$ cat src/rtl/ingress_inject_pkg.sv
// Shared types and constants for the per-ingress injection controller.
// Credit is scaled so that RATE_SCALE units equal one flit.
package ingress_inject_pkg;

  typedef enum logic [1:0] {
    S_IDLE,
    S_WAIT,
    S_SEND,
    S_DONE
  } state_e;

  localparam int RATE_SCALE = 100;
  localparam int CREDIT_MAX = 200;
  localparam int PAYLOAD_W  = 64;
  localparam int TAG_W      = 16;

endpackage

$ cat src/rtl/ingress_rate_limiter.sv
// Credit accumulator: adds INJECTION_RATE per accrue cycle (cap CREDIT_MAX),
// removes one flit worth on consume. Ports: clk, reset, accrue_i, consume_i, credit_ok_next_o.
module ingress_rate_limiter
  import ingress_inject_pkg::*;
#(
  parameter int INJECTION_RATE = 100
) (
  input  logic clk,
  input  logic reset,
  input  logic accrue_i,
  input  logic consume_i,
  output logic credit_ok_next_o
);

  logic [7:0] credit_q, credit_d;
  logic [8:0] sum;

  always_comb begin
    sum = {1'b0, credit_q};
    if (accrue_i) sum = sum + 9'(INJECTION_RATE);
    if (sum > 9'(CREDIT_MAX)) sum = 9'(CREDIT_MAX);
    if (consume_i) sum = sum - 9'(RATE_SCALE);
    credit_d = sum[7:0];
  end

  assign credit_ok_next_o = credit_d >= 8'(RATE_SCALE);

  always_ff @(posedge clk) begin
    if (reset) credit_q <= '0;
    else       credit_q <= credit_d;
  end

endmodule

$ cat src/rtl/ingress_inject_ctrl.sv
// Per-ingress flit scheduler: rate-gated injection, head/tail framing,
// rotating egress, {tag,seq} payload, done after NUM_FLITS fires.
// Ports: clk, reset, enable, flit_out_{valid,ready,head,tail,egress_id,payload},
// flits_sent, done.
module ingress_inject_ctrl
  import ingress_inject_pkg::*;
#(
  parameter int NUM_EGRESSES   = 4,
  parameter int INGRESS_ID     = 0,
  parameter int INJECTION_RATE = 100,
  parameter int NUM_FLITS      = 64,
  parameter int PKT_FLITS      = 4,
  parameter int EGRESS_W       = (NUM_EGRESSES > 1) ? $clog2(NUM_EGRESSES) : 1
) (
  input  logic                 clk,
  input  logic                 reset,
  input  logic                 enable,
  output logic                 flit_out_valid,
  input  logic                 flit_out_ready,
  output logic                 flit_out_head,
  output logic                 flit_out_tail,
  output logic [EGRESS_W-1:0]  flit_out_egress_id,
  output logic [PAYLOAD_W-1:0] flit_out_payload,
  output logic [31:0]          flits_sent,
  output logic                 done
);

  if (INJECTION_RATE < 0 || INJECTION_RATE > RATE_SCALE ||
      PKT_FLITS < 1 || NUM_EGRESSES < 1) begin : g_param_err
    $error("ingress_inject_ctrl: illegal parameter set");
  end

  localparam int PI_W = (PKT_FLITS > 1) ? $clog2(PKT_FLITS) : 1;
  localparam logic [31:0] LAST_SEQ = 32'(NUM_FLITS - 1);
  localparam logic [PI_W-1:0] PI_LAST = PI_W'(PKT_FLITS - 1);
  localparam logic [EGRESS_W-1:0] EG_LAST = EGRESS_W'(NUM_EGRESSES - 1);
  localparam logic [EGRESS_W-1:0] EG_RST =
    EGRESS_W'(INGRESS_ID % NUM_EGRESSES);
  localparam bit NO_FLITS = (NUM_FLITS == 0);

  state_e state_q, state_d;
  logic [31:0] seq_q;
  logic [PI_W-1:0] idx_q;
  logic [EGRESS_W-1:0] egr_q;
  logic accrue, fire, ok_next, last, tail_raw;

  assign fire     = (state_q == S_SEND) && flit_out_ready;
  assign last     = (seq_q == LAST_SEQ);
  assign tail_raw = (idx_q == PI_LAST) || last;

  ingress_rate_limiter #(
    .INJECTION_RATE(INJECTION_RATE)
  ) u_rate (
    .clk              (clk),
    .reset            (reset),
    .accrue_i         (accrue),
    .consume_i        (fire),
    .credit_ok_next_o (ok_next)
  );

  always_comb begin
    state_d = state_q;
    accrue  = 1'b0;
    unique case (state_q)
      S_IDLE: begin
        if (NO_FLITS)    state_d = S_DONE;
        else if (enable) state_d = S_WAIT;
      end
      S_WAIT: begin
        accrue = enable;
        if (!enable)      state_d = S_IDLE;
        else if (ok_next) state_d = S_SEND;
      end
      S_SEND: begin
        // valid is never retracted, so credit keeps accruing while stalled
        accrue = 1'b1;
        if (fire) begin
          if (last)          state_d = S_DONE;
          else if (!enable)  state_d = S_IDLE;
          else if (!ok_next) state_d = S_WAIT;
        end
      end
      S_DONE: state_d = S_DONE;
      default: state_d = S_IDLE;
    endcase
  end

  always_ff @(posedge clk) begin
    if (reset) begin
      state_q <= S_IDLE;
      seq_q   <= '0;
      idx_q   <= '0;
      egr_q   <= EG_RST;
    end else begin
      state_q <= state_d;
      if (fire) begin
        seq_q <= seq_q + 32'd1;
        if (tail_raw) begin
          idx_q <= '0;
          egr_q <= (egr_q == EG_LAST) ? '0 : egr_q + EGRESS_W'(1);
        end else begin
          idx_q <= idx_q + PI_W'(1);
        end
      end
    end
  end

  assign flit_out_valid     = (state_q == S_SEND);
  assign flit_out_head      = flit_out_valid && (idx_q == '0);
  assign flit_out_tail      = flit_out_valid && tail_raw;
  assign flit_out_egress_id = flit_out_valid ? egr_q : '0;
  assign flit_out_payload   = flit_out_valid ?
    {TAG_W'(INGRESS_ID), (PAYLOAD_W-TAG_W)'(seq_q)} : '0;
  assign flits_sent         = seq_q;
  assign done               = (state_q == S_DONE);

endmodule

$ cat config.mk
export PLATFORM = sky130hd
export DESIGN_NAME = ingress_inject_ctrl
export DESIGN_NICKNAME = d
export VERILOG_FILES = /design/src/rtl/ingress_inject_pkg.sv /design/src/rtl/ingress_rate_limiter.sv /design/src/rtl/ingress_inject_ctrl.sv
export SDC_FILE = /design/constraint.sdc
export NUM_CORES = 1
export LEC_CHECK = 0
export BUFFER_PORTS_ARGS = -buffer_cell sky130_fd_sc_hd__buf_2
export CAP_MARGIN = 20
export CELL_PAD_IN_SITES_DETAIL_PLACEMENT = 1
export CELL_PAD_IN_SITES_GLOBAL_PLACEMENT = 1
export CORE_MARGIN = 4
export CORE_UTILIZATION = 23
export CTS_BUF_LIST = sky130_fd_sc_hd__clkbuf_4 sky130_fd_sc_hd__clkbuf_8
export DETAILED_ROUTE_END_ITERATION = 10
export GPL_TIMING_DRIVEN = 0
export HOLD_SLACK_MARGIN = 0.03
export PLACE_DENSITY = 0.65
export SETUP_SLACK_MARGIN = 0.5
export SYNTH_ARGS = -nofsm -noshare
export SYNTH_HDL_FRONTEND = slang
export SYNTH_SLANG_ARGS = --single-unit
$ cat constraint.sdc
create_clock -name clk -period 4.8 [get_ports clk]
set_clock_uncertainty 0.2 [all_clocks]
set_input_delay 0 -clock clk [delete_from_list [all_inputs] [get_ports clk]]
set_output_delay 0 -clock clk [all_outputs]
set_load 0.05 [all_outputs]
==> impl_metrics.py <==
metrics = {
    "outcome": {
        "status": "finished clean",
    },
    "sta": {
        "fmax_mhz": 245,
        "setup_violations": 0,
        "fin_crit_ns": 4.08,
        "final-hold-violation-count": 0,
        "slew_headroom": 0.412,
        "drv_slew": 0,
        "tightest_slew_ns": 0.871,
        "rsz0062_at_grt": "no",
        "finalCritPeriodShare": 0.850,
    },
    "route": {
        "route.met2.wl_um": 5300,
        "drt-met1-wl_um": 4810,
        "wl_met3_um": 332,
        "wl_per_cell_um": 14.7,
        "dr.max_layer_used": "met4",
        "ant_nets": 0,
        "drt_iter0_markers": 158,
        "totalWireLength_um": 10500,
        "vias_per_cell": 4.57,
        "dr_total_vias": 3287,
        "drt-pass1-iter-count": 4,
        "drc": 0,
    },
    "grt": {
        "overflow": 0,
        "grt_pass1_wl_um": 17100,
        "grt_pass1_vias": 3402,
        "antenna_found_initial": 0,
        "grt_usage": 0.125,
        "grt_max_degree": 14,
    },
    "worst_setup_path": {
        "startpoint_type": "flip-flop",
        "end_kind": "flip-flop",
        "crit_fanout": 10,
        "arrival_ns": 4.07,
        "worst-r2r-cell-count": 16,
        "critPathKind": "flip-flop to flip-flop",
        "worstPathRequired_ns": 4.79,
    },
    "clocking": {
        "cts_sinks": 46,
        "cts_max_path_buffers": 2,
        "cts_max_level": 2,
        "cts_buffers": 5,
        "cts_root_buf": "clkbuf_8",
        "cts_tree": "built",
        "clkLatencyLatePin_ns": 0.30,
        "clkTransAtPathRegs_ns": 0.08,
    },
    "synth": {
        "synthArstFlopShare": 0,
        "yosysUniqueCellTypes": 63,
        "syn_avg_cell_area_um2": 7.93,
        "synth_area_mm2": 0.00332,
        "yosysSeqAreaShare": 0.277,
        "yosysWarnings": 0,
        "synthCells": 419,
        "ys_ff_latch": 46,
        "synth_ff_type": "dfxtp_1",
        "synth-edff-count": 0,
    },
    "floorplan": {
        "rows": 43,
        "dieArea_mm2": 0.0164,
        "die_w_um": 128,
        "io-pin-count": 106,
        "die_h_um": 128,
        "core-area_mm2": 0.0140,
        "initial_core_util": 0.237,
    },
    "run": {
        "max-cap-violations": 0,
    },
    "hold_path": {
        "min_path_cells": 2,
        "hp-class": "flip-flop to flip-flop",
    },
    "finish": {
        "layout-drive-gt1-share": 0.283,
        "antenna_cells": 0,
        "synthToLayoutAreaGrowth_pct": 29.0,
        "layout_common_cells": "buf_2, dfxtp_1, nor2_1",
        "final_common_cell": "buf_2",
        "fillers": 1758,
        "final_core_util": 0.306,
        "fin_nets": 554,
    },
    "power_and_ir_drop": {
        "leakage_nw": 1.93,
        "total_power_mw": 1.02,
        "peakVddDrop_mv": 0.120,
        "powerDensity_mw_per_mm2": 238,
    },
    "place": {
        "place.gp.congestion": 0.783,
        "hpwlAfterDp_um": 8200,
        "port_buffers": 72,
    },
}
cell usage after synthesis, types with 3 or more instances:
cell type  instances  area share
buf_2              3      0.0045
nor3_1             7       0.011
nand3b_1           4      0.0090
o21ai_0           10       0.015
nand2_1           34       0.038
nor4_1            15       0.028
a21oi_1           16       0.024
xnor2_1           12       0.032
ha_1              11       0.041
nor2b_1            4      0.0075
a21o_1             3      0.0068
or2_2              4      0.0075
xor2_1            20       0.053
o31a_1             3      0.0079
clkbuf_1           9       0.010
dfxtp_1           46        0.28
inv_1             11       0.012
nand4_1            5      0.0094
and3_1            10       0.019
nor2_1            45       0.051
and2_1            40       0.075
buf_6              3       0.010
nand3_1           14       0.021
buf_1              3      0.0034
buf_4             33       0.075
or3_1              6       0.011
o211ai_1           5       0.011
kinds of logic (layout without fill, tap and decap cells):
kind of cell             after synthesis  count (layout)  synth area share
flip-flops                            46              46             0.277
buffers and inverters                 63             153             0.116
AO/OA/AOI/OAI                         64              64             0.151
other                                  1              32           0.00113
multiplexers                           4               4            0.0128
XOR/XNOR                              32              32            0.0844
adder cells (fa/ha/maj)               11              11            0.0414
AND/OR/NAND/NOR                      198             198             0.315
final timing paths:
kind	from	slack (ns)	end
worst max-delay path	state_q[0]	0.72	state_q[0]
worst min-delay path	egr_q[1]	0.29	egr_q[1]
worst max register to register	state_q[0]	0.72	state_q[0]
worst min register to register	egr_q[1]	0.29	egr_q[1]
final cells by class:
cell class,count,area [um^2],area share
flip-flops and latches,46,922,0.215
well taps,180,225,0.0526
repair buffers,82,443,0.103
multi-input cells,341,2190,0.512
clock buffers,8,110,0.0257
inverters,12,45.0,0.0105
plain buffers,51,345,0.0806
critical path: stages (launching register included):
cell	delay [ns]
dfxtp_1	0.34
inv_1	0.18
ha_2	0.22
buf_6	0.15
a21o_4	0.15
nand2_1	0.14
o41ai_1	0.80
nor4_4	0.09
inv_1	0.09
ha_1	0.23
and3_1	0.16
nand3b_1	0.08
o2111ai_1	0.15
o311ai_0	0.38
a2111o_1	0.17
o211ai_2	0.11
mux2_1	0.33
metrics by stage:
step                      std cells  area (um^2)  hold slack [ns]  worst slack (ns)  setup TNS (ns)
after global placement          702         4030            0.164            0.0921               0
final                           720         4280            0.293             0.720               0
after CTS                       716         4200            0.292             0.527               0
after floorplan                 450         3440           0.0226             0.623               0
after detailed placement        702         4030            0.169           -0.0436         -0.0823
after global routing            720         4280            0.308             0.501               0
layer usage:
layer	up-vias	track usage
met5	-	0
met1	1582	0.156
met4	0	0.0262
met2	71	0.229
met3	10	0.0163
li1	1624	-
where the power goes:
| group | total (mW) | leakage [nW] | internal, mW | switching, mW |
|---|---|---|---|---|
| sequential | 0.398 | 0.371 | 0.390 | 0.00805 |
| combinational | 0.341 | 1.51 | 0.125 | 0.216 |
| clock | 0.279 | 0.0575 | 0.146 | 0.134 |
flip-flops by register name (all words and copies together) (netlist names):
register,cells
flits_sent,32
u_rate.credit_q,8
egr_q,2
idx_q,2
state_q,2
repair_timing:
item                       CTS  global route
pin swaps                    3             4
resized for setup            4            10
hold endpoints to repair     5             0
hold buffers                 3             0
setup endpoints to repair    2             2
setup buffers                3             4
(Power assumes the default switching activity.)
